==> src/rtl/data_mem_arbiter.sv <==
// Shares one single-port data RAM between the processor and a host/debug port; the CPU wins except
// after WAIT_MAX blocked cycles, when the CPU is stalled for one cycle. Define ARB_STATS_EN for counters.
module data_mem_arbiter #(
  parameter int BITS      = 16,
  parameter int DTBITS    = 11,
  parameter int WAIT_MAX  = 8,
  parameter int WCNT_BITS = 4
) (
  input  logic              i_clock,
  input  logic              i_reset,
  input  logic [DTBITS-1:0] i_cpu_addr,
  input  logic [BITS-1:0]   i_cpu_data,
  input  logic              i_cpu_wr,
  input  logic              i_cpu_rd,
  output logic [BITS-1:0]   o_cpu_data,
  output logic              o_cpu_stall,
  input  logic              i_host_req,
  input  logic              i_host_we,
  input  logic [DTBITS-1:0] i_host_addr,
  input  logic [BITS-1:0]   i_host_data,
  output logic              o_host_busy,
  output logic              o_host_ack,
  output logic [BITS-1:0]   o_host_data,
  output logic [DTBITS-1:0] o_ram_addr,
  output logic [BITS-1:0]   o_ram_data,
  output logic              o_ram_wr,
  output logic              o_ram_rd,
  input  logic [BITS-1:0]   i_ram_data,
  output logic [1:0]        o_dbg_state
`ifdef ARB_STATS_EN
  ,
  output logic [BITS-1:0]   o_stall_cnt,
  output logic [BITS-1:0]   o_host_cnt
`endif
);

  // Host handshake: a request is taken only while o_host_busy is low; o_host_busy stays high
  // from the cycle after capture through the single o_host_ack cycle; o_host_data is valid from ack.
  typedef enum logic [1:0] {
    IDLE  = 2'd0,
    PEND  = 2'd1,
    STALL = 2'd2,
    ACK   = 2'd3
  } state_t;

  localparam logic [WCNT_BITS-1:0] WAIT_LAST = WCNT_BITS'(WAIT_MAX - 1);

  state_t                state;
  logic [WCNT_BITS-1:0]  wait_cnt;
  logic                  h_we;
  logic [DTBITS-1:0]     h_addr;
  logic [BITS-1:0]       h_data;
  logic                  cpu_busy;
  logic                  host_grant;

  assign cpu_busy    = i_cpu_wr | i_cpu_rd;
  assign host_grant  = (state == STALL) || ((state == PEND) && !cpu_busy);
  assign o_cpu_data  = i_ram_data;
  assign o_dbg_state = state;

  always_comb begin
    o_ram_addr = i_cpu_addr;
    o_ram_data = i_cpu_data;
    o_ram_wr   = i_cpu_wr;
    o_ram_rd   = i_cpu_rd;
    if (host_grant) begin
      o_ram_addr = h_addr;
      o_ram_data = h_data;
      o_ram_wr   = h_we;
      o_ram_rd   = !h_we;
    end
    // No RAM strobes leave the block while reset is held, whoever owns the port.
    if (i_reset) begin
      o_ram_wr = 1'b0;
      o_ram_rd = 1'b0;
    end
  end

  always_ff @(posedge i_clock) begin
    if (i_reset) begin
      state       <= IDLE;
      wait_cnt    <= '0;
      o_host_busy <= 1'b0;
      o_host_ack  <= 1'b0;
      o_cpu_stall <= 1'b0;
      o_host_data <= '0;
      h_we        <= 1'b0;
      h_addr      <= '0;
      h_data      <= '0;
    end else begin
      o_host_ack <= 1'b0;
      case (state)
        IDLE: begin
          if (i_host_req) begin
            h_we        <= i_host_we;
            h_addr      <= i_host_addr;
            h_data      <= i_host_data;
            wait_cnt    <= '0;
            o_host_busy <= 1'b1;
            state       <= PEND;
          end
        end
        PEND: begin
          if (!cpu_busy) begin
            if (!h_we) o_host_data <= i_ram_data;
            o_host_ack <= 1'b1;
            state      <= ACK;
          end else if (wait_cnt == WAIT_LAST) begin
            o_cpu_stall <= 1'b1;
            state       <= STALL;
          end else begin
            wait_cnt <= wait_cnt + WCNT_BITS'(1);
          end
        end
        STALL: begin
          if (!h_we) o_host_data <= i_ram_data;
          o_cpu_stall <= 1'b0;
          o_host_ack  <= 1'b1;
          state       <= ACK;
        end
        ACK: begin
          o_host_busy <= 1'b0;
          state       <= IDLE;
        end
        default: state <= IDLE;
      endcase
    end
  end

`ifdef ARB_STATS_EN
  always_ff @(posedge i_clock) begin
    if (i_reset) begin
      o_stall_cnt <= '0;
      o_host_cnt  <= '0;
    end else begin
      if ((state == STALL) && !(&o_stall_cnt)) o_stall_cnt <= o_stall_cnt + BITS'(1);
      if ((state == ACK) && !(&o_host_cnt))    o_host_cnt  <= o_host_cnt + BITS'(1);
    end
  end
`endif

endmodule
==> config.mk <==
export PLATFORM = sky130hd
export DESIGN_NAME = data_mem_arbiter
export DESIGN_NICKNAME = d
export VERILOG_FILES = /design/src/rtl/data_mem_arbiter.sv
export SDC_FILE = /design/constraint.sdc
export NUM_CORES = 1
export LEC_CHECK = 0
export CAP_MARGIN = 20
export CORE_AREA = 8 8 94 117
export DETAILED_ROUTE_END_ITERATION = 10
export DIE_AREA = 0 0 102 125
export GPL_TIMING_DRIVEN = 0
export PLACE_DENSITY = 0.65
export SYNTH_ARGS = -nofsm -noshare
export SYNTH_HDL_FRONTEND = slang
export SYNTH_SLANG_ARGS = --single-unit
==> constraint.sdc <==
create_clock -name i_clock -period 2.2 [get_ports i_clock]
set_clock_uncertainty 0.15 [all_clocks]
set_input_delay 0.55 -clock i_clock [delete_from_list [all_inputs] [get_ports i_clock]]
set_output_delay 0.55 -clock i_clock [all_outputs]
set_load 0.01 [all_outputs]
---- Yosys cells after proc, flatten, opt, wreduce, memory -nomap -nowiden ----
Cells that the tools add are included.
word-level totals
  bits in registers ....................... 53
  input port bits ......................... 76
  output and inout bits ................... 66
cells by class
  add/subtract/negate cells ............... 1
  equality and inequality tests ........... 10
  multiplexer cells ....................... 24
  bitwise logic cells ..................... 1
  reduce and logical (&&, ||, !) cells .... 14
operators by type and width
  operator             count
  $mux 16              3
  $pmux 16 s2          1
  $mux 4               3
  $mux 11              1
  $mux 1               8
  $ne 2x2->1 const B   4
  $pmux 2 s4           1
  $pmux 4 s2           1
  $reduce_and 2->1     4
  $mux 2               3
  $pmux 1 s2           3
  $reduce_bool 2->1    3
  $add 4x1->4 const B  1
  $eq 2x2->1 const B   2
  $eq 4x3->1 const B   1
  $reduce_and 4->1     1
  $ne 3x2->1 const B   1
  $reduce_and 3->1     1
  $eq 2x1->1 const B   1
  $logic_not 1->1      2
  $logic_not 2->1      1
  $ne 2x1->1 const B   1
  $logic_and 1x1->1    1
  $logic_or 1x1->1     1
  $or 1x1->1           1

---- Logic depth before layout (Yosys ltp) ----
Gate-level depths: netlist (run 1).
  depth in word-level cells ............... 6
  mapped depth ............................ 7
  depth with buffers taken out ............ 5

---- Least setup slack after synthesis (run 1) ----
No wires, ideal clock.
  path type ............................... reg-to-output
  start point ............................. reg state[1] (netlist: o_dbg_state[1])
  end point ............................... out o_ram_addr[5]
  data arrival time ....................... 1.650 ns
  data required time ...................... 1.500 ns
  setup slack ............................. -0.150 ns
  cell stages (with the launch flop) ...... 7
  path buffers ............................ 1
  cell sequence ........................... dfxtp_1 -> inv_1 -> ha_1 -> nor3b_4 -> nor2_4 -> buf_6 -> mux2_4
between the ends
  longest elaborated chain between the ends .. 4
  elaborated cells on any way between the ends .. 5
  classes of those cells .................. 2 x eq/ne; 1 x mux; 2 x reduce/logical
ends and longest elaborated chain
  what                    line  text
  start, declared         48    state_t state;
  start signal, assigned  81    state <= IDLE;
  start signal, assigned  100   state <= PEND;
  start signal, assigned  107   state <= ACK;
  $eq 2x1->1              57    assign host_grant = (state == STALL) || ((state == PEND) && !cpu_busy);
  $logic_and 1x1->1       57
  $logic_or 1x1->1 (*)    57
  $mux 11 (*)             66    if (host_grant) begin
  end, declared           24    output logic [DTBITS-1:0] o_ram_addr,
Every way passes the cells marked *; elsewhere a longest branch is shown, timed or not.

---- Worst setup path after layout (run 1) ----
  start point ............................. in i_cpu_wr
  end point ............................... out o_ram_addr[9]
between the ends
  longest elaborated chain between the ends .. 5
ends and longest elaborated chain
  what               line  text
  start, declared    13    input logic i_cpu_wr,
  $or 1x1->1         56    assign cpu_busy = i_cpu_wr | i_cpu_rd;
  $logic_not 1->1    --
  $logic_and 1x1->1  57
  $logic_or 1x1->1   57
  $mux 11            66
Every way passes these cells.

==> flow_metrics.tcl, run 1 <==
set metrics [dict create \
    cp_cell_sequence "clkdlybuf4s15_2 -> nor3b_4 -> nor2_4 -> buf_12 -> buf_12 -> mux2_4 -> buf_6" \
    wirelength_um 9180 \
    initial_core_util_pct 28.8 \
    io_pins 142 \
    grt_max_degree 16 \
    num_rows 40 \
    holdCritPathClass "flop to flop" \
    synth_top_area_share_pct 39.6 \
    finalCritPeriodShare_pct 117 \
    gr-total-overflow 0 \
    crit_end "o_ram_addr[9]" \
    drc 0 \
    synthTopCellsByArea "dfxtp_1, mux2_4, nand2_1" \
    ys_seq_elements 53 \
    hold_viol 0 \
    synth_xor_area_share_pct 0 \
    drive_gt1_share_pct 24.7 \
    hpwl_um 6910 \
    postRouteAntennaNets 0 \
    wl_per_cell_um 15.4 \
    final_nets 551 \
    setup_viol 29 \
    cp-start-kind "primary input" \
    reg2regPathDepth 7 \
    htreeDepth 2 \
    dr.first_iter.drc_count 85 \
    area.sequential_sq_mm 0.00107 \
    clock-sinks 53 \
    coreArea_sq_mm 0.00931 \
    cts_buffer_depth 2 \
    min_period_ps 2580 \
    stdcell_area_sq_mm 0.00464 \
    cp_common_cell "buf_12" \
    irDropWorstVdd_v 0.000541 \
    grt_pass1_wl_um 14400 \
    fmax_mhz 388 \
    gp_congestion 0.747 \
    power_leakage_uw 0.00195 \
    yosys.area.top_type "dfxtp_1" \
    tightest_slew_ps 532 \
    vias_per_cell 4.51 \
    dieArea_sq_mm 0.0128 \
    worstPathMaxFanout 6 \
    cp_data_required_time_ps 1500 \
    max_cap_viol_count 0 \
    cts_root_buf "clkbuf_16" \
    async_flop_share_pct 0 \
    syn2layout_area_growth_pct 73.2 \
    place_area_sq_mm 0.00426 \
    max_slew_margin_pct 64.3 \
    synth.net_count 390 \
    hold_slack_ps 303 \
    synth_top_family_by_area "simple AND/OR/NAND/NOR gates" \
    num-fill-cells 896 \
    multi_input_area_sq_mm 0.00145 \
    synth_common_cells "nand2_1, dfxtp_1, a21oi_1, mux2_4" \
    avgSynthCellArea_sq_um 8.73 \
    clkLatencyLatePin_ps 280 \
    crit_buf_inv 4 \
    synth_compound_area_share_pct 16.5 \
    syn_area_sq_mm 0.00268 \
    failed_checks "setup timing" \
    arrival_ps 1880 \
    tritoncts "yes" \
    antenna_found_initial 0 \
    cts-buffers-inserted 5 \
    r2r-start "o_dbg_state[1]" \
    crit_type "primary input to primary output" \
    worst-path-stages 7 \
    die_x_um 102 \
    rsz0062_at_grt "true" \
    synth_fa_ha_area_share_pct 3.27 \
    synth-simple-area-share_pct 16.9 \
    setup_ws_ps -379 \
    yosysMostFrequentCell "nand2_1" \
    slowest_delay_ps 300 \
    diodes 0 \
    slowest_stage "mux2_4" \
    synth.area.mux_share_pct 15.1 \
    endpoint_kind "primary output" \
    grt_usage_pct 14.2 \
    io_buffers 140 \
    slew_viol_final 0 \
    r2r_slack_ps 130 \
    cp_top_family "buffers and inverters" \
    powerDensity_mw_per_mm2 1080 \
    synth_seq_area_share_pct 39.6 \
    yosysWarnings 0 \
    rr_endpoint "wait_cnt[1]" \
    drt-pass1-iter-count 4 \
    yosysUniqueCellTypes 39 \
    vias 2684 \
    status "complete, but fails checks" \
    synthFlopType "dfxtp_1" \
    die_y_um 125 \
    clk_pin_slew_ps 70 \
    syn-instance-count 307 \
    grt_pass1_vias 2822 \
    crit_path_start "i_cpu_wr" \
    synth-edff-count 0 \
]
[per-layer routing]
metal / track usage, % / part of all wire [%]
met1: 14.3 / 39
met2: 27.3 / 54
met3: 4.00 / 6.2
met4: 3.12 / 0.83
met5: 0 / 0
[report_power, final]
group          switching [uW]  internal (uW)  total, uW
clock network             343            523        866
registers                 129           1200       1330
logic                    1290           1530       2820
total                    1760           3250       5010
[flip-flops by register name (all words and copies together), names as in the netlist]
signal	cells
h_data	16
o_host_data	16
h_addr	11
wait_cnt	4
o_dbg_state	2
h_we	1
o_cpu_stall	1
o_host_ack	1
o_host_busy	1
[worst min-delay path by stage]
stage               slack [ps]  startpoint  depth (start not counted)          to
floorplan                  280   h_addr[0]                          2   h_addr[0]
global placement           290  h_data[11]                          2  h_data[11]
detailed placement         300   h_data[6]                          2   h_data[6]
CTS                        310   h_data[6]                          2   h_data[6]
global route               330   h_data[6]                          2   h_data[6]
finish                     300   h_data[6]                          2   h_data[6]
[worst min-delay path, delay by kind of cell, from the launching register on]
kind	cells	cell delay, ps
simple gates	1	50
flops	1	310
compound gates	1	50
[layout by cell type (no fill, tap or decap), drive strengths merged, types with 7 or more instances in the layout]
| cell | n |
|---|---|
| mux2 | 27 |
| dlygate4sd2 | 16 |
| nand2 | 63 |
| inv | 7 |
| dfxtp | 53 |
| a21oi | 47 |
| o21ai | 19 |
| nand3 | 18 |
| clkdlybuf4s50 | 93 |
| ha | 7 |
| buf | 63 |
| clkbuf | 22 |
[cells by family after synthesis]
family,Yosys count
and+or+nand+nor,97
AOI/OAI and AO/OA,79
DFF,53
buffers and inverters,41
muxes,30
adders and majority gates,7
[stage by stage]
| step | setup slack, ps | total power (uW) | TNS (ps) | utilization, % | std cells |
|---|---|---|---|---|---|
| global route | -443 | 5360 | -10870 | 49.8 | 595 |
| detailed placement | -1230 | 3830 | -40720 | 45.8 | 573 |
| finish | -379 | 5010 | -8820 | 49.8 | 595 |
| CTS | -404 | 5110 | -9990 | 49.9 | 594 |
| floorplan | -20.9 | 2740 | -367 | - | 307 |
| global placement | -1230 | 3780 | -39880 | 45.8 | 573 |
[area by class of cell]
type                    count  area share (%)
inverters                   7           0.620
multi-input cells         213            31.2
clock buffers               8            3.61
repair buffers            154            33.2
flip-flops and latches     53            23.0
well taps                 126            3.40
plain buffers              34            4.94
[timing repair]
| item | 4_1_cts | 5_1_grt |
|---|---|---|
| hold buffers | 0 | 0 |
| gates resized for setup | 188 | 10 |
| setup endpoints to repair | 51 | 42 |
| buffers inserted | 13 | 3 |
| hold endpoints to repair | 0 | 0 |
| pin swaps | 5 | 2 |
| gates cloned | 1 | 0 |
(Power assumes the default switching activity.)
==> inputs of run 2 (changes only) <==
Settings changed: CORE_AREA 8 8 94 117 to 10 10 96 119, DIE_AREA 0 0 102 125 to 0 0 106 129, GPL_TIMING_DRIVEN 0 to not set, MAX_ROUTING_LAYER set to met4.
==> run 2 against run 1 <==
Effect of this change:
- the flow still finishes with violations (setup timing)
- worst hold slack hardly changed
- setup slack better by 20 ps
- sequential power hardly changed
- sequential share of layout area hardly changed
- global-route usage is 0.75 points lower
- non-clock buffer count is 7 lower
- sequential cell count stayed put
- count of clock-buffer cells in the layout stayed put
- maximum frequency is 0.79% higher
- critical path depth stayed put
- final cell count is 1.5% lower
- routed wire length is 1.6% higher
- largest power group unchanged
- highest routed layer unchanged
==> flow_metrics.tcl, run 2 (synthesized netlist as in run 1, its figures left out) <==
set metrics [dict create \
    clkLatencyLatePin_ps 290 \
    failed_checks "setup timing" \
    min_path_cells 2 \
    r2r-start "o_dbg_state[1]" \
    setup_viol 29 \
    final_nets 544 \
    cp-start-kind "primary input" \
    cp_data_required_time_ps 1500 \
    cts_root_buf "clkbuf_16" \
    arrival_ps 1860 \
    clock-sinks 53 \
    grt_pass1_wl_um 14600 \
    grt_max_degree 50 \
    clk_pin_slew_ps 60 \
    io_pins 142 \
    die_x_um 106 \
    initial_core_util_pct 29.5 \
    holdCritPathClass "flop to flop" \
    drc 0 \
    hold_viol 0 \
    slew_viol_final 0 \
    mostFrequentLayoutCells "clkdlybuf4s50_1, nand2_1, dfxtp_1" \
    min_period_ps 2560 \
    syn2layout_area_growth_pct 72.8 \
    reg2regPathDepth 8 \
    gp_congestion 0.780 \
    wl_per_cell_um 15.9 \
    vias_per_cell 4.60 \
    postRouteAntennaNets 0 \
    die_y_um 129 \
    crit_type "primary input to primary output" \
    whs_endpoint "h_addr[5]" \
    dieArea_sq_mm 0.0137 \
    antenna_found_initial 1 \
    coreArea_sq_mm 0.00908 \
    worstPathMaxFanout 6 \
    cts-buffers-inserted 5 \
    num_rows 39 \
    reg_top3 "h_data: 16 flops, o_host_data: 16 flops, h_addr: 11 flops" \
    tightest_slew_ps 538 \
    drive_gt1_share_pct 24.9 \
    max_cap_viol_count 0 \
    htreeDepth 2 \
    fmax_mhz 391 \
    irDropWorstVdd_v 0.000471 \
    stdcell_area_sq_mm 0.00463 \
    grt_usage_pct 13.4 \
    cts_buffer_depth 2 \
    status "complete, but fails checks" \
    place_area_sq_mm 0.00433 \
    power_leakage_uw 0.00195 \
    grt_pass1_vias 2872 \
    finalCritPeriodShare_pct 116 \
    dr.first_iter.drc_count 77 \
    tritoncts "yes" \
    worstHoldStart "h_addr[5]" \
    wirelength_um 9330 \
    io_buffers 141 \
    hpwl_um 7120 \
    endpoint_kind "primary output" \
    rr_endpoint "wait_cnt[1]" \
    vias 2695 \
    mostFrequentLayoutCell "clkdlybuf4s50_1" \
    drt-pass1-iter-count 4 \
    setup_ws_ps -359 \
    total_power_uw 5010 \
    r2r_slack_ps 130 \
    rsz0062_at_grt "true" \
    gr-total-overflow 0 \
    max_slew_margin_pct 64.1 \
    powerDensity_mw_per_mm2 1080 \
]
==> run 2: worst max-delay path, stage by stage <==
cell and delay [ps]:
dlygate4sd2_1 260, nor3b_4 260, nor2_4 70, buf_12 140
buf_12 140, mux2_4 300, buf_6 120
==> run 2: how the worst max path moves through the flow <==
stage                    from        endpoint  slack [ps]  depth (start not counted)
2_1_floorplan        i_cpu_rd  o_ram_data[10]         -20                          4
3_3_place_gp         i_cpu_rd  o_ram_addr[10]        -850                          6
3_5_place_dp         i_cpu_rd   o_ram_addr[1]        -870                          6
4_1_cts        o_dbg_state[1]   o_ram_data[7]        -430                          8
5_1_grt        o_dbg_state[1]  o_ram_data[15]        -430                          8
6_report             i_cpu_wr  o_ram_data[15]        -360                          7
==> run 2: routing by layer <==
metal	vias to the layer above	GRT usage, %	share of wire, %
li1	1350	-	-
met1	1252	14.1	40
met2	85	24.5	53
met3	8	3.95	5.9
met4	0	2.55	0.73
met5	-	-	0
==> run 2: report_power, final <==
group | switching, uW | internal, uW | total (uW)
Clock | 342 | 523 | 866
Combinational | 1280 | 1550 | 2830
Sequential | 123 | 1200 | 1320
==> run 2: what timing repair did <==
item | in CTS | in global routing
hold buffers | 0 | 0
cloned | 2 | 0
pin swaps | 3 | 1
endpoints found under the hold margin | 0 | 0
endpoints found under the setup margin | 45 | 29
setup buffers | 5 | 1
gates resized for setup | 178 | 4
==> run 2: through the flow <==
step	setup WS [ps]	std cells	TNS, ps	util (%)	hold WS (ps)
floorplan	-20.9	307	-367	-	284
global placement	-854	571	-25350	47.7	296
detailed placement	-873	571	-25690	47.7	298
CTS	-427	586	-10730	51.2	308
global route	-432	586	-12050	51.0	323
finish	-359	586	-9940	51.0	303
==> run 2: cell type report <==
cell class                      count  area (sq um)
Antenna cell                        1          2.50
Clock buffer                        8           168
Fill cell                         886          4450
Inverter                            7          28.8
Multi-Input combinational cell    213          1450
Sequential cell                    53          1070
Tap cell                          123           154
Timing Repair Buffer              181          1760
==> inputs of run 3 (changes only) <==
Settings changed: PLACE_DENSITY 0.65 to not set.
Clock period 2.2 ns to 3.3 ns, I/O delays scaled along.
==> run 3 against run 2 <==
Effect of this change:
- the run now ends clean
- routed wire length down 1.4%
- register-to-register slack better by 1100 ps
- die area unchanged
- critical path type unchanged
- critical endpoint unchanged
- largest cell class unchanged
- largest power group unchanged
==> flow_metrics.tcl, run 3 (synthesized netlist as in run 1, its figures left out) <==
set metrics [dict create \
    max_slew_margin_pct 65.0 \
    sw_frac_of_total_pct 36.3 \
    cp-start-kind "primary input" \
    arrival_ps 2300 \
    wirelength_um 9200 \
    endpoint_kind "primary output" \
    num-fill-cells 914 \
    cts_hold_buf 0 \
    htreeDepth 2 \
    worstHoldStart "h_data[11]" \
    grt_usage_pct 13.4 \
    mostFrequentLayoutCells "clkdlybuf4s50_1, nand2_1, dfxtp_1" \
    drt-pass1-iter-count 4 \
    crit_type "primary input to primary output" \
    mostFrequentLayoutCell "clkdlybuf4s50_1" \
    wl_per_cell_um 16.4 \
    die_x_um 106 \
    p_int_uw 1940 \
    max_cap_viol_count 0 \
    min_path_cells 2 \
    clkPwrFrac_pct 17.0 \
    min_period_ps 3270 \
    r2r-start "o_dbg_state[1]" \
    syn2layout_area_growth_pct 61.6 \
    cp_data_required_time_ps 2320 \
    status "finished, final reports clean" \
    postRouteAntennaNets 0 \
    r2r_slack_ps 1210 \
    cts-buffers-inserted 5 \
    final_core_util_pct 47.7 \
    holdCritPathClass "flop to flop" \
    vias 2575 \
    reg2regPathDepth 7 \
    clock-sinks 53 \
    rr_endpoint "wait_cnt[1]" \
    setup_viol 0 \
    grt_pass1_vias 2643 \
    vias_per_cell 4.60 \
    worstPathMaxFanout 7 \
    coreArea_sq_mm 0.00908 \
    die_y_um 129 \
    grt_pass1_wl_um 14500 \
    dr.first_iter.drc_count 102 \
    drive_gt1_share_pct 12.8 \
    num_rows 39 \
    cts_buffer_depth 2 \
    whs_endpoint "h_data[11]" \
    dieArea_sq_mm 0.0137 \
    hold_viol 0 \
    io_buffers 141 \
    antenna_found_initial 0 \
    reg_top3 "h_data: 16 flops, o_host_data: 16 flops, h_addr: 11 flops" \
    drc 0 \
    initial_core_util_pct 29.5 \
    slew_viol_final 0 \
    rsz0062_at_grt "true" \
    powerDensity_mw_per_mm2 703 \
    combPwrFrac_pct 54.3 \
    total_power_uw 3040 \
    clk_pin_slew_ps 70 \
    hpwl_um 6880 \
    seq_power_share_pct 28.7 \
    finalCritPeriodShare_pct 99.2 \
    tightest_slew_ps 526 \
    power.switching_uw 1110 \
    power_leakage_uw 0.00175 \
    irDropWorstVdd_v 0.000293 \
    gr-total-overflow 0 \
    final_nets 519 \
    clkLatencyLatePin_ps 290 \
    gp_congestion 0.752 \
    tritoncts "yes" \
    diodes 0 \
    fmax_mhz 306 \
    cts_root_buf "clkbuf_16" \
    grt_max_degree 44 \
    io_pins 142 \
]
-- run 3: how the worst max path moves through the flow --
stage	end	cells after the start	slack [ps]	startpoint
final	o_ram_data[15]	7	30	i_cpu_rd
after global routing	o_ram_addr[0]	6	-10	o_dbg_state[0]
after CTS	o_ram_rd	6	2	i_cpu_wr
after detailed placement	o_ram_addr[6]	6	-290	i_cpu_rd
after global placement	o_ram_data[10]	6	-280	i_cpu_rd
after floorplan	o_ram_addr[5]	4	540	i_cpu_rd
-- run 3: power groups by stage --
stage	logic [uW]	clock network (uW)	registers (uW)
final	1650	517	873
after global routing	1810	562	896
after detailed placement	1640	0	887
after global placement	1620	0	882
after CTS	1680	539	873
after floorplan	889	0	915
-- run 3: worst max-delay path: stages --
cell,delay [ps]
dlygate4sd2_1,260
nor3b_4,260
nor2_4,100
buf_4,160
buf_12,130
mux2_2,270
dlygate4sd2_1,290
-- run 3: what timing repair did --
item                                    in CTS  in global routing
setup buffers                                1                  1
gates resized for setup                     39                  2
pin swaps                                    2                  1
endpoints found under the setup margin      29                 21
cloned                                       2                  0
-- run 3: area by class of cell --
cell class / count / area (sq um) / area share [%]
clock buffers: 6 / 129 / 2.98
repair buffers: 156 / 1550 / 35.9
clock inverters: 2 / 15.0 / 0.347
flip-flops and latches: 53 / 1060 / 24.5
inverters: 7 / 26.3 / 0.607
multi-input cells: 213 / 1390 / 32.1
well taps: 123 / 154 / 3.56
-- run 3: through the flow --
| step | hold WS (ps) | setup TNS [ps] | cell area (sq um) | setup slack, ps | instances |
|---|---|---|---|---|---|
| floorplan | 284 | 0 | 2680 | 543 | 307 |
| global route | 327 | -35.1 | 4330 | -14.3 | 560 |
| global placement | 293 | -7680 | 4130 | -278 | 548 |
| CTS | 312 | 0 | 4320 | 2.07 | 559 |
| detailed placement | 301 | -8060 | 4130 | -294 | 548 |
| finish | 309 | 0 | 4330 | 27.0 | 560 |
-- run 3: routing by layer --
layer	share of wire, %	GRT usage, %	wire, um	vias to the layer above
met5	0	-	0	-
met3	6.6	3.80	611	5
met1	46	16.4	4270	1168
met4	0.62	2.87	57	0
met2	46	21.4	4260	100
li1	-	-	-	1302
